===== src/rtl/program_counter_reg.sv =====
// Architectural program-counter register for the single-cycle RV32I core.
// Optional macro PC_ALIGN_CHECK_EN: force 4-byte alignment and flag misaligned targets.
module program_counter_reg #(
  parameter int              XLEN         = 32,
  parameter logic [XLEN-1:0] RESET_VECTOR = '0
) (
  input  logic            clk,
  input  logic            rst,
  input  logic [XLEN-1:0] PC_Next,
  output logic [XLEN-1:0] PC,
  output logic [XLEN-1:0] PC_Plus4
`ifdef PC_ALIGN_CHECK_EN
  ,
  output logic            PC_Misaligned
`endif
);

  logic [XLEN-1:0] pc_load;

  // Value actually captured at the edge; alignment drops the two byte-offset bits.
  always_comb begin
`ifdef PC_ALIGN_CHECK_EN
    pc_load = {PC_Next[XLEN-1:2], 2'b00};
`else
    pc_load = PC_Next;
`endif
  end

  // NOTE: sequential state uses non-blocking assignments so every flop samples
  // pre-edge values; blocking here would create order-dependent simulation.
  always_ff @(posedge clk or posedge rst) begin
    if (rst) begin
      PC <= RESET_VECTOR;
    end else begin
      PC <= pc_load;
    end
  end

`ifdef PC_ALIGN_CHECK_EN
  always_ff @(posedge clk or posedge rst) begin
    if (rst) begin
      PC_Misaligned <= 1'b0;
    end else begin
      PC_Misaligned <= (PC_Next[1:0] != 2'b00);
    end
  end
`endif

  // Carry out of the top bit is discarded, so the address wraps.
  assign PC_Plus4 = PC + XLEN'(4);

endmodule


===== config.mk =====
export PLATFORM = sky130hd
export DESIGN_NAME = program_counter_reg
export DESIGN_NICKNAME = d
export VERILOG_FILES = /design/src/rtl/program_counter_reg.sv
export SDC_FILE = /design/constraint.sdc
export NUM_CORES = 1
export LEC_CHECK = 0
export ABC_AREA = 1
export BUFFER_PORTS_ARGS = -buffer_cell sky130_fd_sc_hd__buf_4
export CAP_MARGIN = 40
export CORE_MARGIN = 2
export CORE_UTILIZATION = 44
export CTS_CLUSTER_DIAMETER = 50
export DETAILED_ROUTE_END_ITERATION = 16
export GPL_TIMING_DRIVEN = 0
export PLACE_DENSITY = 0.85
export SLEW_MARGIN = 20
export SYNTH_ARGS = -nofsm -noshare
export SYNTH_HDL_FRONTEND = slang
export SYNTH_SLANG_ARGS = --single-unit
export TNS_END_PERCENT = 50

===== constraint.sdc =====
create_clock -name clk -period 1.8 [get_ports clk]
set_clock_uncertainty 0.05 [all_clocks]
set_input_delay 0.36 -clock clk [delete_from_list [all_inputs] [get_ports clk]]
set_output_delay 0.36 -clock clk [all_outputs]
set_load 0.005 [all_outputs]

* After elaboration in Yosys (flattened, before gate mapping) *
Cells that the tools add are included.

storage, ports and cells
  word-level logic and storage cells = 2
  output and inout bits = 64
  flip-flop bits (word level) = 32

cells by class
  $add $sub $neg = 1

operator list
  kind                     number
  $add A32 B3 Y32 const B  1

* Depth between registers and ports, before layout *
Gate-level depths: netlist of run 1.

  word-level depth = 1
  depth in mapped cells = 8
  mapped depth without buffers = 8

* Worst setup path before layout of run 1 *
Ideal clock, no wire load.

  path kind = reg2out
  from = register PC[3]
  to = output port PC_Plus4[18]
  stages on the path, launching flop included = 7
  setup slack = 195 ps
  data arrival time = 1195 ps
  data required time = 1390 ps
  buffers on the path = 0
  cell sequence = dfrtp_1 ha_1 nand2_1 nor2_2 nand2_2 nor2_2 xor2_1

between the ends
  longest elaborated chain between the ends = 1

ends and longest elaborated chain
  element                   RTL line  RTL
  start: declaration        10        output logic [XLEN-1:0] PC,
  start signal: assignment  35        PC <= pc_load;
  $add A32 B3 Y32           50        assign PC_Plus4 = PC + XLEN'(4);
  end: declaration          11        output logic [XLEN-1:0] PC_Plus4

No other way between the ends.

* Worst setup path in the final report of run 1 *
  from = register PC[2]
  to = output port PC_Plus4[28]

Same word-level chain as after synthesis.

==> flow_summary.toml, run 1 <==
[critical_path]
critPathKind = "flop to output port"
max_stage_delay_ns = 0.38
crit_buf_inv = 3
start_kind = "flop"
crit_path_max_fanout = 3
cpLargestDelayFamily = "simple AND/OR/NAND/NOR gates"
crit_arrival_ns = 1.74
slowest_stage = "dfrtp_1"
path_cells = "buf_4 > ha_4 > buf_4 > nand3_4 > nor2_4 > and2_4 > nand2_1 > nand2_1 > nand2_1 > buf_4"
worstPathRequired_ns = 1.39
worstSetupEndpointType = "output port"

[global_route]
grt_max_degree = 33
grt_remaining_overflow = 0
grt_use_total_pct = 23.9
grt_antenna_before_repair = 0
grt_pass1_vias = 1769
grt_first_pass_wirelength_um = 7890

[cts]
cts_root_buf = "clkbuf_8"
h-tree-depth = 2
path_clk_slew_ns = 0.06
cts_tree = "built"
ctsHoldBuffers = 0
clkSinkCount = 32
clk_path_buf_depth = 2
cts_buffers = 5

[floorplanning]
rows = 22
die-area_um2 = 4440
die_w_um = 66.6
core_um2 = 3720
die_h_um = 66.6
start_util_pct = 46.4
io_pins = 98

[timing]
tns_ns = -6.16
rsz0062_at_grt = "true"
timing.final.ws_setup_ns = -0.351
clock.fmax_mhz = 465
finalHoldViolCount = 0
final_max_slew_viol_count = 0
setup_viol = 27
tightest_slew_ns = 0.630
finalCritPeriodShare_pct = 120
timing.final.crit_period_ns = 2.15
worst_hold_slack_ns = 0.113
slew_headroom_pct = 58.0

[synth]
netlist_instances = 209
synthArstFlopShare_pct = 100
yosys.area.top_type_share_pct = 46.4
syn_avg_cell_area_um2 = 8.25
syn_area_um2 = 1720
yosys_most_used_dff = "dfrtp_1"
synthTopCellsByCount = "nand2_1 (79), dfrtp_1 (32), nor2_1 (28)"
netlist_top_cells_area = "dfrtp_1 (46%), nand2_1 (17%), nor2_1 (6.1%)"
ys_ff_latch = 32
syn_nets = 244
ys_warn_count = 0
synth_largest_area_cell = "dfrtp_1"
synth_seq_area_share_pct = 46.4
synth-edff-count = 0
yosysMostFrequentCell = "nand2_1"
synth_cell_types = 18

[routing]
drc_errors = 0
drt-initial-drc-count = 165
via_per_inst = 4.86
vias = 1824
dr.pass1.iters = 5
finalWirelength_um = 5450
ant_nets = 0
wl_per_cell_um = 14.5

[power_and_ir_drop]
p_leak_nw = 1.50
vdd_drop_max_mv = 0.682
p_per_area_nw_per_um2 = 605

[finish]
largest_register = "PC"
final_util_pct = 76.9
antennaDiodeCount = 0
top_regs = "PC: 32 flops"
drive_gt1_share_pct = 50.8
nNetsFinal = 362
synthToLayoutAreaGrowth_pct = 65.7
fillers = 261
largest_reg_flops = 32

[run]
drv_cap = 0

[placed_design]
portBuffers = 97
dp_hpwl_um = 3680
gp_congestion = 0.852

[status]
outcome = "finished with violations"
violations = "setup timing"

[min_path]
min_path_type = "primary input to async pin"
-- worst paths after layout --
kind | depth (start not counted) | slack [ns] | from | end
max in group asynchronous | 2 | 1.12 | rst | PC[18]
min in group clk | 1 | 0.13 | PC_Next[23] | PC[23]
worst max-delay path | 10 | -0.35 | PC[2] | PC_Plus4[28]
worst min-delay path | 2 | 0.11 | rst | PC[3]
-- layer usage --
metal  part of all wire, %  GRT usage, %  vias to the layer above
met5                     0             0                        -
met4                   3.9          12.8                        0
met3                   8.5          5.07                       23
met2                    52          40.4                      109
met1                    35          28.4                      827
li1                      -             -                      865
-- final cells by class --
cell class	instances	area [um2]	share of cell area [%]
clock buffers	7	96.3	3.37
repair buffers	111	852	29.8
well taps	48	60.1	2.10
flip-flops and latches	32	815	28.5
plain buffers	2	15.0	0.525
multi-input cells	157	948	33.2
inverters	18	71.3	2.50
-- stage by stage --
| step | power (mW) | setup slack [ns] | cells | area, um2 |
|---|---|---|---|---|
| after floorplan | 0.909 | 0.195 | 209 | 1720 |
| after global placement | 1.10 | -0.00450 | 354 | 2510 |
| after detailed placement | 1.11 | -0.0337 | 354 | 2510 |
| after CTS | 1.71 | -0.260 | 370 | 2750 |
| after global routing | 1.81 | -0.412 | 375 | 2860 |
| final | 1.73 | -0.351 | 375 | 2860 |
-- kinds of logic (layout without fill, tap and decap cells) --
group         count (synthesis)  in the layout  synth area share (%)
xor+xnor                     15             15                  8.05
buf+inv                      20            138                  4.79
simple gates                141            141                  40.0
flops                        32             32                  46.4
fa+ha+maj                     1              1                 0.726
-- what timing repair did --
action	4_1_cts	5_1_grt
setup buffers	9	5
resized for setup	21	20
endpoints found under the setup margin	24	27
pin swaps	11	14
gates cloned	0	0
-- report_power, final --
part | leakage, nW | switching (mW) | internal [mW] | total [mW]
clock | 0.0503 | 0.236 | 0.340 | 0.576
combinational | 1.08 | 0.139 | 0.197 | 0.336
sequential | 0.362 | 0.0573 | 0.759 | 0.816
-- placed cells by master, fill, tap and decap left out, drive strengths merged --
master,n
nand2,85
buf,113
ha,1
clkinvlp,1
clkbuf,7
nand3b,7
xnor2,4
nand3,7
and2,2
nor2,40
xor2,11
inv,17
dfrtp,32
Power figures use the tool's default switching activity.
==> run 2, diff against run 1 <==
- BUFFER_PORTS_ARGS: -buffer_cell sky130_fd_sc_hd__buf_4 -> -buffer_cell sky130_fd_sc_hd__buf_2
- CORE_UTILIZATION: 44 -> 47
- PLACE_DENSITY: 0.85 -> 0.9
- clock period: 1.8 -> 2.7 ns (I/O delays scaled with it)
==> run 2 against run 1 <==
  * The flow now finishes without violations
  * First-iteration DRC count down 52%
  * Hold slack better by 0.097 ns
  * Flip-flop and latch count unchanged
  * Global-route usage down 1.6 points
  * Non-clock buffer count down 13
  * Combinational power down 55%
  * Count of clock-buffer cells in the layout down 1
  * Design area down 17%
  * Sequential share of layout area up 5.4 points
  * Utilization down 11 points
  * Via count down 8.8%
  * Critical endpoint is now PC_Plus4[18]
==> flow_summary.toml, run 2 (synthesis gave the netlist of run 1 again) <==
[status]
outcome = "finished, final reports clean"

[finish]
synthToLayoutAreaGrowth_pct = 37.0
nNetsFinal = 349
largest_reg_flops = 32
design_area_um2 = 2360
largest_register = "PC"
top_regs = "PC: 32 flops"
mostFrequentLayoutCell = "buf_2"
drive_gt1_share_pct = 39.8
multiInputGateArea_um2 = 841
register_area_um2 = 801
antennaDiodeCount = 0
mostFrequentLayoutCells = "buf_2 (97), nand2_1 (79), dfrtp_1 (32), nor2_1 (28), inv_1 (18)"
final_util_pct = 65.5
fillers = 323

[timing]
finalHoldViolCount = 0
setup_viol = 0
tns_ns = 0
clock.fmax_mhz = 423
tightest_slew_ns = 0.474
timing.final.crit_period_ns = 2.37
slew_headroom_pct = 68.4
finalCritPeriodShare_pct = 87.6
final_max_slew_viol_count = 0
rsz0062_at_grt = "false"

[critical_path]
worstPathRequired_ns = 2.11
crit_arrival_ns = 1.78
crit_path_max_fanout = 5
worstSetupEndpointType = "output port"
critPathKind = "flop to output port"
start_kind = "flop"

[routing]
ant_nets = 0
wl_per_cell_um = 11.8
drt-initial-drc-count = 79
vias = 1664
finalWirelength_um = 4250
drc_errors = 0
dr.pass1.iters = 4
via_per_inst = 4.60

[cts]
clk_path_buf_depth = 2
h-tree-depth = 2
cts_tree = "built"
cts_root_buf = "clkbuf_8"
ctsHoldBuffers = 0
cts_setup_buffers = 0
path_clk_slew_ns = 0.06
cts_buffers = 5
cts_resized = 0
clkSinkCount = 32

[floorplanning]
die_h_um = 64.6
core_um2 = 3610
die_w_um = 64.6
start_util_pct = 47.8
io_pins = 98
die-area_um2 = 4170
rows = 22

[global_route]
grt_pass1_vias = 1561
grt_first_pass_wirelength_um = 7040
grt_antenna_before_repair = 0
grt_max_degree = 22
grt_remaining_overflow = 0
grt_use_total_pct = 22.3

[placed_design]
portBuffers = 97
placed_area_um2 = 2280
dp_hpwl_um = 3490
gp_congestion = 0.857

[power_and_ir_drop]
p_leak_nw = 1.31
p_per_area_nw_per_um2 = 431
vdd_drop_max_mv = 0.388

[run]
drv_cap = 0

[min_path]
min_path_type = "primary input to async pin"
[run 2: cell types whose count changed in the layout (fill, tap and decap cells not counted), sizes merged]
cell	change
clkinvlp	-1
clkbuf	-1
clkinv	+1
buf	-13
inv	+1
[run 2: routing by layer]
metal / up-vias / part of all wire, % / GRT usage, % / wire length, um
met2: 68 / 50 / 37.4 / 2150
met1: 752 / 40 / 27.9 / 1700
met3: 5 / 8.1 / 5.56 / 343
met5: - / 0 / 0 / 0
met4: 0 / 1.4 / 8.24 / 61
li1: 839 / - / - / -
[run 2: area by class of cell]
cell class,count,share of cell area [%]
multi-input cells,157,35.6
flip-flops and latches,32,33.9
repair buffers,98,21.2
clock buffers,6,3.07
inverters,18,2.86
well taps,48,2.54
plain buffers,2,0.636
clock inverters,1,0.212
[run 2: worst max path at each step]
stage                         endpoint  slack [ns]  start
after floorplan           PC_Plus4[18]        0.91  PC[3]
after global placement    PC_Plus4[30]        0.75  PC[3]
after detailed placement  PC_Plus4[18]        0.73  PC[3]
after CTS                 PC_Plus4[18]        0.35  PC[3]
after global routing      PC_Plus4[18]        0.22  PC[3]
final                     PC_Plus4[18]        0.33  PC[2]
[run 2: power by group]
group	leakage (nW)	total, mW	switching [mW]	internal, mW
clock	0.0410	0.328	0.154	0.174
combinational	0.900	0.151	0.0758	0.0757
sequential	0.373	0.537	0.0327	0.504
total	1.31	1.02	0.263	0.755
[run 2: per-stage QoR]
stage / std cells / setup WS, ns / hold slack, ns / power (mW)
global placement: 354 / 0.747 / 0.598 / 0.691
finish: 362 / 0.334 / 0.210 / 1.02
detailed placement: 355 / 0.734 / 0.523 / 0.698
floorplan: 209 / 0.915 / 0.521 / 0.606
global route: 362 / 0.216 / 0.255 / 1.07
CTS: 362 / 0.351 / 0.216 / 1.03
[run 2: worst max-delay path, stage by stage, from the launching register on]
cell and delay [ns]:
dfrtp_1 0.37, ha_1 0.22, nand2_1 0.08, nor2_2 0.12, nand2_2 0.13, nor2_2 0.20
xor2_1 0.22, buf_2 0.15
